==> config.mk <==
export PLATFORM = sky130hd
export DESIGN_NAME = dwt_qmf_cell
export DESIGN_NICKNAME = d
export VERILOG_FILES = /design/src/rtl/dwt_qmf_cell.sv
export SDC_FILE = /design/constraint.sdc
export NUM_CORES = 1
export LEC_CHECK = 0
export BUFFER_PORTS_ARGS = -buffer_cell sky130_fd_sc_hd__buf_2
export CORE_ASPECT_RATIO = 0.75
export CORE_MARGIN = 8
export CORE_UTILIZATION = 60
export CTS_BUF_LIST = sky130_fd_sc_hd__clkbuf_16
export DETAILED_ROUTE_END_ITERATION = 8
export GPL_TIMING_DRIVEN = 0
export PLACE_DENSITY = 0.77
export SYNTH_ARGS = -nofsm -noshare
export SYNTH_HDL_FRONTEND = slang
export SYNTH_SLANG_ARGS = --single-unit
==> constraint.sdc <==
create_clock -name clk -period 16.73 [get_ports clk]
set_clock_uncertainty 0.2 [all_clocks]
set_input_delay 1.673 -clock clk [delete_from_list [all_inputs] [get_ports clk]]
set_output_delay 1.673 -clock clk [all_outputs]
set_load 0.005 [all_outputs]
==> src/rtl/dwt_qmf_cell.sv <==
// Multi-channel single-stage DWT analysis cell: approximation and detail outputs from one
// low-pass prototype, with per-channel tap lines and 2:1 decimation phases.
module dwt_qmf_cell #(
  parameter int                         IN_WIDTH    = 12,
  parameter int                         COEFF_WIDTH = 12,
  parameter int                         OUT_WIDTH   = 12,
  parameter int                         FRA_WIDTH   = 8,
  parameter int                         N           = 4,
  parameter int                         CH          = 2,
  parameter logic [N*COEFF_WIDTH-1:0]   H_LP        = {12'h7C, 12'hD6, 12'h39, 12'hFDF},
  parameter logic                       PHASE_INIT  = 1'b0,
  parameter int                         CW          = (CH > 1) ? $clog2(CH) : 1
) (
  input  logic                        clk,
  input  logic                        rst_n,
  input  logic                        clear,
  input  logic                        in_valid,
  input  logic [CW-1:0]               ch_in,
  input  logic signed [IN_WIDTH-1:0]  x_in,
  output logic                        out_valid,
  output logic [CW-1:0]               ch_out,
  output logic signed [OUT_WIDTH-1:0] ya_out,
  output logic signed [OUT_WIDTH-1:0] yd_out
);

  localparam int ACC_W = IN_WIDTH + COEFF_WIDTH + $clog2(N) + 1;

  typedef logic signed [IN_WIDTH-1:0]    sample_t;
  typedef logic signed [COEFF_WIDTH-1:0] coeff_t;
  typedef logic signed [ACC_W-1:0]       acc_t;

  localparam acc_t RND     = acc_t'(1) <<< (FRA_WIDTH - 1);
  localparam acc_t OUT_MAX = (acc_t'(1) <<< (OUT_WIDTH - 1)) - acc_t'(1);
  localparam acc_t OUT_MIN = ~OUT_MAX;

  // tap_q[c][j-1] holds tap j of channel c; tap 0 is always the live x_in.
  sample_t       tap_q [CH][N-1];
  logic [CH-1:0] phase_q;

  sample_t sel_tap [N];
  logic    ch_hit;
  logic    sel_phase;
  logic    accept;
  logic    out_evt;
  acc_t    sum_a;
  acc_t    sum_d;

  function automatic coeff_t h_coeff(input int k);
    return H_LP[k*COEFF_WIDTH +: COEFF_WIDTH];
  endfunction

  function automatic logic signed [OUT_WIDTH-1:0] quantize(input acc_t s);
    acc_t                        r;
    logic signed [OUT_WIDTH-1:0] q;
    r = (s + RND) >>> FRA_WIDTH;
    if (r > OUT_MAX)      q = OUT_MAX[OUT_WIDTH-1:0];
    else if (r < OUT_MIN) q = OUT_MIN[OUT_WIDTH-1:0];
    else                  q = r[OUT_WIDTH-1:0];
    return q;
  endfunction

  // Channel selection by comparison rather than indexing keeps out-of-range ch_in harmless.
  always_comb begin
    // NOTE: every combinational output gets a default first so no path can infer a latch.
    ch_hit     = 1'b0;
    sel_phase  = 1'b0;
    sel_tap[0] = x_in;
    for (int j = 1; j < N; j++) sel_tap[j] = '0;
    for (int c = 0; c < CH; c++) begin
      if (ch_in == CW'(c)) begin
        ch_hit    = 1'b1;
        sel_phase = phase_q[c];
        for (int j = 1; j < N; j++) sel_tap[j] = tap_q[c][j-1];
      end
    end
  end

  assign accept  = in_valid & ch_hit & ~clear;
  assign out_evt = accept & sel_phase;

  // Detail branch uses g[k] = (-1)^k h[N-1-k], so tap l meets h[l] with sign (-1)^(N-1-l).
  always_comb begin
    sum_a = '0;
    sum_d = '0;
    for (int l = 0; l < N; l++) begin
      sum_a = sum_a + acc_t'(sel_tap[l]) * acc_t'(h_coeff(N - 1 - l));
      if (((N - 1 - l) % 2) != 0)
        sum_d = sum_d - acc_t'(sel_tap[l]) * acc_t'(h_coeff(l));
      else
        sum_d = sum_d + acc_t'(sel_tap[l]) * acc_t'(h_coeff(l));
    end
  end

  // NOTE: the tap lines are real filter state that must start at zero, so this small
  // storage is reset explicitly rather than left to power-up contents.
  always_ff @(posedge clk or negedge rst_n) begin
    if (!rst_n) begin
      phase_q <= {CH{PHASE_INIT}};
      for (int c = 0; c < CH; c++)
        for (int j = 0; j < N - 1; j++) tap_q[c][j] <= '0;
    end else if (clear) begin
      phase_q <= {CH{PHASE_INIT}};
      for (int c = 0; c < CH; c++)
        for (int j = 0; j < N - 1; j++) tap_q[c][j] <= '0;
    end else begin
      for (int c = 0; c < CH; c++) begin
        if (accept && (ch_in == CW'(c))) begin
          // NOTE: non-blocking assignments let the shift read every old tap in one edge.
          phase_q[c]  <= ~phase_q[c];
          tap_q[c][0] <= x_in;
          for (int j = 1; j < N - 1; j++) tap_q[c][j] <= tap_q[c][j-1];
        end
      end
    end
  end

  // Result registers hold across clear; only the strobe is forced low.
  always_ff @(posedge clk or negedge rst_n) begin
    if (!rst_n) begin
      out_valid <= 1'b0;
      ch_out    <= '0;
      ya_out    <= '0;
      yd_out    <= '0;
    end else begin
      out_valid <= out_evt;
      if (out_evt) begin
        ch_out <= ch_in;
        ya_out <= quantize(sum_a);
        yd_out <= quantize(sum_d);
      end
    end
  end

endmodule

==> reports/qor.txt <==
Outcome: completed
Total grt overflow: 0
Fin cells: 2688
Vias/cell: 5.637
Drt drc: 0
Die Height: 179.1 um
Final instance area: 22400 um^2
Fmax: 0.07426 GHz
Complex-gate fraction of the synthesized area: 8.957%
Worst Path Required: 16.78 ns
Commonest non-fill, non-tap cell in the layout: inv_1
Row count: 59
Async S/R FF share, synth: 100.0%
Cell Area, Placed: 22120 um^2
Fin nets: 2951
Post-DP HPWL: 46.07 mm
Ports: 43
Yosys warnings: 0
Clock Sinks: 100
First-pass DRT Iterations: 5
CTS tree: done
IO Port Bufs: 42
Worst min path class: flop to flop
Antenna violations before repair: 0
Setup crit end kind: flop
Cts repair resizes: 0
Yosys reg bits: 100
Clk root buf: clkbuf_16
Most frequent cells in the layout: inv_1, fa_1, ha_1, nand2_1, o21ai_0
Vias in the first global route: 16010
Area contributors post-synth: fa_1, ha_1, dfrtp_1
First-pass GRT wire length: 86.22 mm
Post-CTS setup repair buffer count: 0
CP dominant cell by count: inv_1
Post-route ant nets: 0
Hold slack final: 0.3048 ns
Hold-fix buffers, CTS: 0
RSZ-0062 raised after global routing: false
Final WL: 52.99 mm
CTS buffer count: 9
Core Box Area: 34840 um^2
XOR/XNOR Fraction of Synth Area: 4.073%
Worst-Skew Late Latency: 0.37 ns
Crit path launch: ch_in
Number of flops mapped to enable cells by yosys: 0
R2r startpoint: tap_q[14]
Final Slew Violations: 0
Setup Viol. Count Final: 0
Worst-path fanout max: 10
Die Area: 41830 um^2
Avg Inst Size Synth: 9.802 um^2
Seq/Total Area, Yosys: 11.75%
Area growth from synthesis to layout: 5.201%
Endpoints failing hold: 0
CTS HTree Levels: 3
Syn_nets: 2896
GP Congestion: 0.9478
Synthesized cell area: 21290 um^2
Cell variety after synth: 70
ANT cells: 0
Mux cell area share after synthesis: 1.863%
Clock slew at reported path FFs: 0.08 ns
Max Cap Viol: 0
Post-Synth Adder-Cell Area: 54.78%
Crit Path Class: primary input to flop
Slowest cell delay on critical path: 0.67 ns
Startpoint types: primary input
Hold path start: tap_q[62]
Largest net degree at the start of global routing: 65
Worst slew pin tran: 1.207 ns
Slew headroom: 17.22%
Critical Path Slowest Stage Cell: clkbuf_1
Final period utilization: 80.49%
Post-synth top area share: 35.26%
Die Width: 233.5 um
Cells after Synth: 2172
WL per Instance: 19.71 um
Fin crit period: 13.47 ns
Main combinational cell family by area after synthesis: adder cells
# placed instances: 2673
Ys flop type: dfrtp_1
Share of layout cells above drive strength 1: 4.617%
Gr usage total: 26.80%
Yosys top cell by area: fa_1
Vias: 15150
Crit path DAT: 13.51 ns
Setup TNS: 0 ns
DRT iter0 DRCs: 1259
Simple logic cell fraction of the synthesized area: 8.028%
Bufs on Longest Clock Path: 2
Starting density of the core: 61.10%
registers in the layout (all words and copies together), names as in the netlist:
signal	count
ch_out	1
yd_out	12
ya_out	12
out_valid	1
tap_q	72
phase_q	2
metrics by stage:
stage | util, % | setup WS (ns)
2_1_floorplan | - | 4.876
3_3_place_gp | 63.34 | 3.224
3_5_place_dp | 63.47 | 3.075
4_1_cts | 64.28 | 3.384
5_1_grt | 64.28 | 2.694
6_report | 64.28 | 3.264
path summary, 6_finish.rpt:
path / endpoint / slack, ns / depth (start not counted)
max: yd_out[5] / 3.26 / 41
min: tap_q[50] / 0.30 / 2
max reg2reg: yd_out[5] / 5.89 / 37
min reg2reg: tap_q[50] / 0.30 / 2
max in group asynchronous: tap_q[71] / 14.52 / 2
min in group asynchronous: tap_q[14] / 1.08 / 1
routing by layer:
metal	part of all wire, %	vias to the layer above	global-route usage, %
met5	0	-	0
met1	43	7590	36.89
met3	7.6	93	4.522
li1	-	6897	-
met2	46	573	42.57
met4	4.0	0	9.814
layout make-up:
cell class | instances | area (um^2)
multi-input cells | 1479 | 16540
well taps | 457 | 571.8
fillers | 2803 | 12450
clock inverters | 6 | 55.05
clock buffers | 9 | 225.2
inverters | 555 | 2083
repair buffers | 44 | 251.5
plain buffers | 38 | 162.7
flip-flops and latches | 100 | 2502
cells in the mapped netlist (28+ instances only):
library cell / n
ha_1: 332
fa_1: 375
mux2i_1: 28
nor2_1: 67
nand2b_1: 76
dfrtp_1: 100
clkbuf_1: 33
inv_1: 555
xnor2_1: 67
xor2_1: 32
nand2_1: 113
a21oi_1: 57
o21ai_0: 103
critical path: cells and delay by family:
kind	cells	cell delay (ns)
AND/OR/NAND/NOR	3	0.66
adder cells (fa/ha/maj)	12	5.27
AO/OA/AOI/OAI	10	2.52
multiplexers	1	0.58
buffers and inverters	14	2.51
XOR/XNOR	1	0.26
cell families after synthesis:
family,count (synthesis)
AOI/OAI and AO/OA,287
xor gates and xnor gates,99
adders and majority gates,707
buffers and inverters,593
DFF,100
muxes,38
and+or+nand+nor,348
Power is not shown: default switching activity piles up to over one toggle a cycle in this logic, so the estimate is an artifact.
